<file path="src/rtl/ram_arb_pkg.sv">
// ============================================================================
// Module      : ram_arb_pkg
// Description : Shared state encoding and sizing constants for the RAM arbiter.
// Revision    : 1.0 - initial release
// ============================================================================
`default_nettype none

package ram_arb_pkg;

    typedef enum logic [1:0] {
        IDLE   = 2'd0,
        SETUP  = 2'd1,
        ACCESS = 2'd2,
        DONE   = 2'd3
    } state_t;

    localparam int ADDR_W   = 2;
    localparam int MAX_NREQ = 4;
    localparam int PTR_W    = $clog2(MAX_NREQ);

endpackage

`default_nettype wire

</file>
<file path="src/rtl/ram_access_arbiter_rr_pick.sv">
// ============================================================================
// Module      : rr_pick
// Description : Combinational round-robin picker; first pending request at or
//               after the priority pointer wins.
// Revision    : 1.0 - initial release
// ============================================================================
`default_nettype none

module rr_pick
    import ram_arb_pkg::*;
#(
    parameter int NREQ = 2
) (
    input  logic [NREQ-1:0]  req,
    input  logic [PTR_W-1:0] ptr,
    output logic [NREQ-1:0]  grant,
    output logic [PTR_W-1:0] idx
);

    logic w_found;

    // Outer loop walks offsets from the pointer so the nearest request wins.
    always_comb begin
        grant   = '0;
        idx     = '0;
        w_found = 1'b0;
        for (int ofs = 0; ofs < NREQ; ofs++) begin
            for (int k = 0; k < NREQ; k++) begin
                if (!w_found && req[k] &&
                    ((int'(ptr) + ofs == k) || (int'(ptr) + ofs == k + NREQ))) begin
                    grant[k] = 1'b1;
                    idx      = PTR_W'(k);
                    w_found  = 1'b1;
                end
            end
        end
    end

endmodule

`default_nettype wire

</file>
<file path="src/rtl/ram_access_arbiter.sv">
// ============================================================================
// Module      : ram_access_arbiter
// Description : Round-robin arbiter sequencing setup/enable/complete accesses
//               to the 4-byte RAM decoder on behalf of NREQ requesters.
// Revision    : 1.0 - initial release
// ============================================================================
`default_nettype none

module ram_access_arbiter
    import ram_arb_pkg::*;
#(
    parameter int NREQ    = 2,
    parameter int DW      = 8,
    parameter int ACC_CYC = 2
) (
    input  logic                 clk,
    input  logic                 rst,
    input  logic [NREQ-1:0]      req,
    input  logic [NREQ-1:0]      we,
    input  logic [2*NREQ-1:0]    addr,
    input  logic [DW*NREQ-1:0]   wdata,
    output logic [NREQ-1:0]      ack,
    output logic [DW-1:0]        rdata,
    output logic                 busy,
    output logic                 ram_s0,
    output logic                 ram_s1,
    output logic                 ram_en_n,
    output logic                 ram_we_n,
    output logic [DW-1:0]        ram_wdata,
    input  logic [DW-1:0]        ram_rdata
);

    localparam logic [3:0] c_acc_init = 4'(ACC_CYC - 1);

    state_t             r_state;
    logic [PTR_W-1:0]   r_ptr;
    logic [PTR_W-1:0]   r_idx;
    logic               r_we;
    logic [3:0]         r_cnt;

    logic [NREQ-1:0]    w_grant;
    logic [PTR_W-1:0]   w_idx;
    logic               w_we_sel;
    logic [ADDR_W-1:0]  w_addr_sel;
    logic [DW-1:0]      w_wdata_sel;
    logic [NREQ-1:0]    w_ack_set;

    rr_pick #(
        .NREQ (NREQ)
    ) u_rr_pick (
        .req   (req),
        .ptr   (r_ptr),
        .grant (w_grant),
        .idx   (w_idx)
    );

    // One-hot grant steers the winner's inputs without variable-width indexing.
    always_comb begin
        w_we_sel    = 1'b0;
        w_addr_sel  = '0;
        w_wdata_sel = '0;
        for (int i = 0; i < NREQ; i++) begin
            if (w_grant[i]) begin
                w_we_sel    = w_we_sel | we[i];
                w_addr_sel  = w_addr_sel | addr[i*ADDR_W +: ADDR_W];
                w_wdata_sel = w_wdata_sel | wdata[i*DW +: DW];
            end
        end
    end

    assign w_ack_set = NREQ'(1) << r_idx;

    always_ff @(posedge clk) begin
        if (rst) begin
            r_state   <= IDLE;
            r_ptr     <= '0;
            r_idx     <= '0;
            r_we      <= 1'b0;
            r_cnt     <= '0;
            ack       <= '0;
            rdata     <= '0;
            busy      <= 1'b0;
            ram_s0    <= 1'b0;
            ram_s1    <= 1'b0;
            ram_en_n  <= 1'b1;
            ram_we_n  <= 1'b1;
            ram_wdata <= '0;
        end else begin
            ack <= '0;
            case (r_state)
                IDLE: begin
                    if (|req) begin
                        r_idx     <= w_idx;
                        r_we      <= w_we_sel;
                        ram_s1    <= w_addr_sel[1];
                        ram_s0    <= w_addr_sel[0];
                        ram_wdata <= w_wdata_sel;
                        busy      <= 1'b1;
                        r_state   <= SETUP;
                    end
                end
                SETUP: begin
                    ram_en_n <= 1'b0;
                    ram_we_n <= ~r_we;
                    r_cnt    <= c_acc_init;
                    r_state  <= ACCESS;
                end
                ACCESS: begin
                    if (r_cnt == 4'd0) begin
                        ram_en_n <= 1'b1;
                        ram_we_n <= 1'b1;
                        ack      <= w_ack_set;
                        if (!r_we) begin
                            rdata <= ram_rdata;
                        end
                        r_state  <= DONE;
                    end else begin
                        r_cnt <= r_cnt - 4'd1;
                    end
                end
                DONE: begin
                    // Just-served requester drops to lowest priority.
                    if (r_idx == PTR_W'(NREQ - 1)) begin
                        r_ptr <= '0;
                    end else begin
                        r_ptr <= r_idx + PTR_W'(1);
                    end
                    busy    <= 1'b0;
                    r_state <= IDLE;
                end
                default: r_state <= IDLE;
            endcase
        end
    end

endmodule

`default_nettype wire
</file>
<file path="config.mk">
export PLATFORM = sky130hd
export DESIGN_NAME = ram_access_arbiter
export DESIGN_NICKNAME = d
export VERILOG_FILES = /design/src/rtl/ram_arb_pkg.sv /design/src/rtl/ram_access_arbiter_rr_pick.sv /design/src/rtl/ram_access_arbiter.sv
export SDC_FILE = /design/constraint.sdc
export NUM_CORES = 1
export LEC_CHECK = 0
export BUFFER_PORTS_ARGS = -buffer_cell sky130_fd_sc_hd__buf_2
export CORE_MARGIN = 10
export CORE_UTILIZATION = 51
export DETAILED_ROUTE_END_ITERATION = 10
export PLACE_DENSITY_LB_ADDON = 0.12
export SETUP_SLACK_MARGIN = 0.15
export SLEW_MARGIN = 10
export SYNTH_ARGS = -nofsm -noshare
export SYNTH_HDL_FRONTEND = slang
export SYNTH_SLANG_ARGS = --single-unit
</file>
<file path="constraint.sdc">
create_clock -name clk -period 2.4 [get_ports clk]
set_input_delay 0.48 -clock clk [delete_from_list [all_inputs] [get_ports clk]]
set_output_delay 0.48 -clock clk [all_outputs]
set_load 0.01 [all_outputs]
</file>
# --- Word level (Yosys, flattened, before mapping) ---
# Index checks and enable logic that the tools add are counted.
classes:
  addsub: 3
  n_eq_ne: 13
  shifts: 1
  n_mux: 26
  n_bitwise: 6
  reduce_logical: 28
ops:
  columns: ["op", "count"]
  rows:
  - ["== test 32 x 3 -> 1 bit, second input constant", 2]
  - ["logical NOT 32 bit", 2]
  - ["== test 32 x 2 -> 1 bit, second input constant", 1]
  - ["2-to-1 mux 8 bit", 2]
  - ["2-to-1 mux 1 bit", 13]
  - ["2-to-1 mux 2 bit", 5]
  - ["AND reduction 2 bit", 5]
  - ["== test 2 bit, second input constant", 4]
  - ["bitwise OR 8 bit", 1]
  - ["one-hot mux 2 bit (4 select lines)", 1]
  - ["one-hot mux 4 bit (2 select lines)", 1]
  - ["logical AND 1 bit", 7]
  - ["== test 2 x 1 -> 1 bit, second input constant", 3]
  - ["inequality test 2 bit, second input constant", 3]
  - ["one-hot mux 1 bit (2 select lines)", 3]
  - ["logical NOT 4 bit", 1]
  - ["logical OR 1 bit", 4]
  - ["2-to-1 mux 4 bit", 1]
  - ["nonzero test 2 bit", 2]
  - ["subtractor 4 x 1 -> 4 bit, second input constant", 1]
  - ["adder 2 x 1 -> 3 bit, second input constant", 1]
  - ["logical NOT 1 bit", 3]
  - ["NOT 1 bit", 3]
  - ["AND reduction 3 bit", 1]
  - ["7 further kinds", 7]
totals:
  regBits: 34
  inputBits: 34
  out_inout_bits: 23
  word_cells: 90

# --- Logic depth before layout (Yosys ltp) ---
logic_depth:
  word_depth: 17
  ltp_mapped: 7
  ltp_nobuf: 5

# --- Cells and area by module ---
# A second synthesis with hierarchy kept.
unflattened:
  cells_unflattened: 169
  area_unflattened_um2: 1574.0
by_module_without_submodules:
  columns: ["mod", "n_inst", "cells_per_inst", "area_each_um2", "seq_area_each_um2"]
  rows:
  - ["ram_access_arbiter", 1, 162, 1529.0, 680.7]
  - ["rr_pick", 1, 7, 45.0, 0.0]

# --- Worst setup path after synthesis ---
# Ideal clock, no wire load.
synth_path:
  path_type: "register to register"
  from: "reg r_state[0]"
  to: "reg r_cnt[3]"
  setup_ps: 67
  t_arrival_ps: 1488
  required_time_ps: 2333
  setup_slack_ps: 845
  path_stages_with_launch: 7
  path_buffers: 1
  period_less_slack_ps: 1555
  path_cell_list: "dfxtp_1 > inv_1 > ha_1 > buf_4 > or4b_1 > a211o_1 > a21oi_2"
synth_via:
  elab_chain_len: 3
  elab_cells_between_ends: 6
  classes_between: "3 x eq/ne; 1 x mux; 2 x reduce/logical"
synth_rtl:
  columns: ["element", "line", "rtl"]
  rows:
  - ["start: declaration", "ram_access_arbiter.sv:35", "state_t r_state;"]
  - ["start signal: assignment", "ram_access_arbiter.sv:75", "r_state <= IDLE;"]
  - ["start signal: assignment", "ram_access_arbiter.sv:99", "r_state <= SETUP;"]
  - ["start signal: assignment", "ram_access_arbiter.sv:106", "r_state <= ACCESS;"]
  - ["== test 2 bit or == test 2 x 1 -> 1 bit (tied branches)", "ram_access_arbiter.sv:90", "case (r_state)"]
  - ["inequality test 2 bit (no line) or nonzero test 2 bit (tied branches)", null, null]
  - ["AND reduction 2 bit (no line)", null, null]
  - ["end signal: assignment", "ram_access_arbiter.sv:105", "r_cnt <= c_acc_init;"]
  - ["end signal: assignment", "ram_access_arbiter.sv:118", "r_cnt <= r_cnt - 4'd1;"]
  - ["end: declaration", "ram_access_arbiter.sv:39", "logic [3:0] r_cnt;"]
# Several ways; a longest one is shown, not always the timed one.
# A chain may end at the register's enable or synchronous reset.

# --- Worst setup path in the final report ---
# Ends and elaborated chain as after synthesis.

==> run_results.csv <==
group,metric,value,unit
outcome,outcome,"finished, final reports clean",
setup_path,cp.arrival,2.02,ns
grt,grt_overflow_total,0,
pwr,p_leak,0.000782,uW
setup_path,cpPeakStageDelay,0.49,ns
setup_path,crit_type,"register to register",
pwr,power_density,1030,mW/mm2
setup_path,r2r_start,"r_state[0]",
synth,synth_mux_area_frac,0.0140,
setup_path,worst_r2r_path_depth,5,
die,fp.dieH,72.9,um
clock_network,cts_root_buffer,"clkbuf_4",
setup_path,worstPathCellList,"inv_1 -> ha_1 -> or4b_1 -> a211o_1 -> a21oi_2",
final_layout,nets,255,
clock_network,ctsLongestPathBuffers,2,
synth,synth_seq_cells,32,
synth,ys_types,31,
placed_design,port_buffers,56,
routing,routed_wl,3.85,mm
clock_network,cts-buffers-inserted,5,
placed_design,place_inst,240,
timing,rsz0062_at_grt,"no",
final_layout,layout.area.seq,641,um2
setup_path,cp.required,2.67,ns
clock_network,cts_resized,0,
setup_path,slowest_stage,"or4b_1",
timing,fin_worst_skew,0.0175,ns
setup_path,ff2ff_setup_slack,0.65,ns
clock_network,h-tree-depth,2,
clock_network,cts.sink_count,32,
synth,synth-adder-area-share,0.0438,
setup_path,worst-path-max-fanout,10,
setup_path,crit_path_end_kind,"register",
setup_path,r2r_end,"r_cnt[3]",
clock_network,cts.clk_slew.worst_paths,0.10,ns
die,rows,19,
clock_network,cts_hold_buf,0,
pwr,ir_drop,0.743,mV
clock_network,clk-insertion-delay-late,0.35,ns
synth,syn_inst,163,
routing,ant_nets,0,
final_layout,nFillCells,237,
synth,syn_nets,202,
grt,grt_max_degree,34,
die,coreArea,0.00271,mm2
timing,fin_crit,1.75,ns
die,initial_core_util,0.527,
routing,via_per_inst,5.69,
final_layout,drive_gt1_frac,0.309,
placed_design,dpl.hpwl,2.93,mm
synth,synth_compound_area_frac,0.228,
final_layout,final_cell_area,0.00179,mm2
grt,grt_pass1_wl,6.44,mm
timing,worst_pin_slew,0.578,ns
timing,holdWs,0.383,ns
clock_network,postCtsSetupBuffers,0,
clock_network,cts_tree,"done",
timing,maxSlewViolCount,0,
synth,synth-simple-area-share,0.207,
routing,drt_first_pass_iters,4,
placed_design,post_dp_cell_area,0.00171,mm2
die,die_area,0.00532,mm2
synth,syn_area_per_cell,8.76,um2
synth,netlist_area,0.00143,mm2
timing,setup-tns-final,0,ns
synth,synth_top_family_by_area,"compound AO/OA/AOI/OAI gates",
grt,grtUsageTotal,0.148,
final_layout,synthToLayoutAreaGrowth,25.5,%
routing,routed-via-count,1412,
final_layout,multiInputGateArea,703,um2
timing,hold_viol_final,0,
synth,yosysSeqAreaShare,0.449,
placed_design,globalplace.congestion,0.709,
timing,fmax,573,MHz
worst_hold_path,holdCritPathClass,"primary input to register",
worst_hold_path,min_from,"wdata[12]",
synth,synth-xor-area-share,0,
grt,grt_pass1_vias,1417,
grt,antenna_found_initial,0,
run,max-cap-violations,0,
timing,min_period_over_period,0.728,
setup_path,crit_path_start,"r_state[0]",
final_layout,final_util,0.661,
timing,setup_viol,0,
final_layout,diodes,0,
setup_path,crit_end,"r_cnt[3]",
final_layout,finalNonFillerCells,248,
routing,drc_errors,0,
setup_path,startpoint_type,"register",
die,die_x,72.9,um
synth,yosys_warnings,0,
routing,drt-initial-drc-count,91,
die,ios,57,
timing,relSlewSlack,0.615,
routing,routedWlPerCell,15.5,um
worst min path at each step:
stage,cells after the start,to
2_1_floorplan,1,ack[0]
3_3_place_gp,1,ack[0]
3_5_place_dp,1,ack[0]
4_1_cts,3,ram_s0
5_1_grt,3,ram_wdata[6]
6_report,3,ram_wdata[4]
critical path: cells and delay by family, from the launching register on:
kind | cells | cell delay [ns]
DFF | 1 | 0.34
and+or+nand+nor | 1 | 0.49
adders and majority gates | 1 | 0.32
AOI/OAI and AO/OA | 2 | 0.43
buffers and inverters | 1 | 0.10
final cells by class:
| type | count | share of cell area |
|---|---|---|
| multi-input cells | 110 | 0.392 |
| flip-flops and latches | 32 | 0.358 |
| repair buffers | 58 | 0.165 |
| clock inverters | 3 | 0.0237 |
| well taps | 31 | 0.0216 |
| clock buffers | 5 | 0.0209 |
| inverters | 9 | 0.0189 |
metrics by stage:
| stage | worst slack, ns | total power [uW] |
|---|---|---|
| 2_1_floorplan | 0.845 | 1220 |
| 3_3_place_gp | 0.781 | 1420 |
| 3_5_place_dp | 0.670 | 1450 |
| 4_1_cts | 0.652 | 1870 |
| 5_1_grt | 0.529 | 2000 |
| 6_report | 0.654 | 1850 |
cell usage in the layout, fill, tap and decap left out, types with 2 or more instances in the layout:
master,n
buf_2,56
dfxtp_1,32
a21oi_1,21
nand3_1,20
o21ai_0,12
a32oi_1,11
inv_1,9
nand2b_1,6
ha_1,5
clkbuf_4,5
nand2_1,4
nor2_1,4
and2_1,3
o211ai_1,3
nor3_1,2
nor3b_1,2
mux2i_1,2
and3b_1,2
or3_1,2
buf_4,2
state kept, by name, summed over array words and instances (netlist names):
register   flops
ram_wdata      8
ram_we_n       1
r_cnt          4
ack            2
r_state        2
ram_s0         1
r_ptr          1
r_idx          1
r_we           1
ram_en_n       1
rdata          8
ram_s1         1
busy           1
where the power goes:
group | leakage, uW | total [uW] | internal, uW | switching (uW)
clock network | 0.0000412 | 418 | 217 | 200
logic | 0.000479 | 689 | 294 | 396
registers | 0.000262 | 740 | 660 | 79.7
total | 0.000782 | 1850 | 1170 | 676
metal layers:
layer / routed length [um] / GRT usage / up-vias
met3: 356 / 0.0707 / 9
met2: 1840 / 0.240 / 55
met1: 1590 / 0.165 / 647
li1: - / - / 701
met4: 63 / 0.0549 / 0
met5: 0 / 0 / -
synthesized netlist by cell type:
| cell type | count | area share |
|---|---|---|
| dfxtp_1 | 32 | 0.45 |
| a21oi_1 | 21 | 0.074 |
| nand3_1 | 20 | 0.070 |
| o21ai_0 | 12 | 0.042 |
| a32oi_1 | 11 | 0.067 |
| clkbuf_1 | 10 | 0.026 |
| inv_1 | 9 | 0.024 |
| nand2b_1 | 6 | 0.026 |
| ha_1 | 5 | 0.044 |
| nand2_1 | 4 | 0.011 |
| nor2_1 | 4 | 0.011 |
| and2_1 | 3 | 0.013 |
| o211ai_1 | 3 | 0.016 |
| and3b_1 | 2 | 0.012 |
| mux2i_1 | 2 | 0.014 |
| nor3_1 | 2 | 0.0070 |
| nor3b_1 | 2 | 0.011 |
| or3_1 | 2 | 0.0088 |
| a211o_1 | 1 | 0.0061 |
| a211oi_1 | 1 | 0.0053 |
| a21o_1 | 1 | 0.0053 |
| a21oi_2 | 1 | 0.0061 |
| a2bb2oi_1 | 1 | 0.0061 |
| buf_2 | 1 | 0.0035 |
| buf_4 | 1 | 0.0053 |
| nand3b_1 | 1 | 0.0053 |
| nand4bb_1 | 1 | 0.0079 |
| nor2b_1 | 1 | 0.0044 |
| nor4bb_1 | 1 | 0.0070 |
| or3b_1 | 1 | 0.0061 |
| or4b_1 | 1 | 0.0070 |
logic make-up (layout without fill, tap and decap cells):
logic type	after synthesis	after routing
fa+ha+maj	5	5
flops	32	32
compound gates	52	52
mux	2	2
buf+inv	21	75
simple gates	51	51
(Power assumes the default switching activity.)
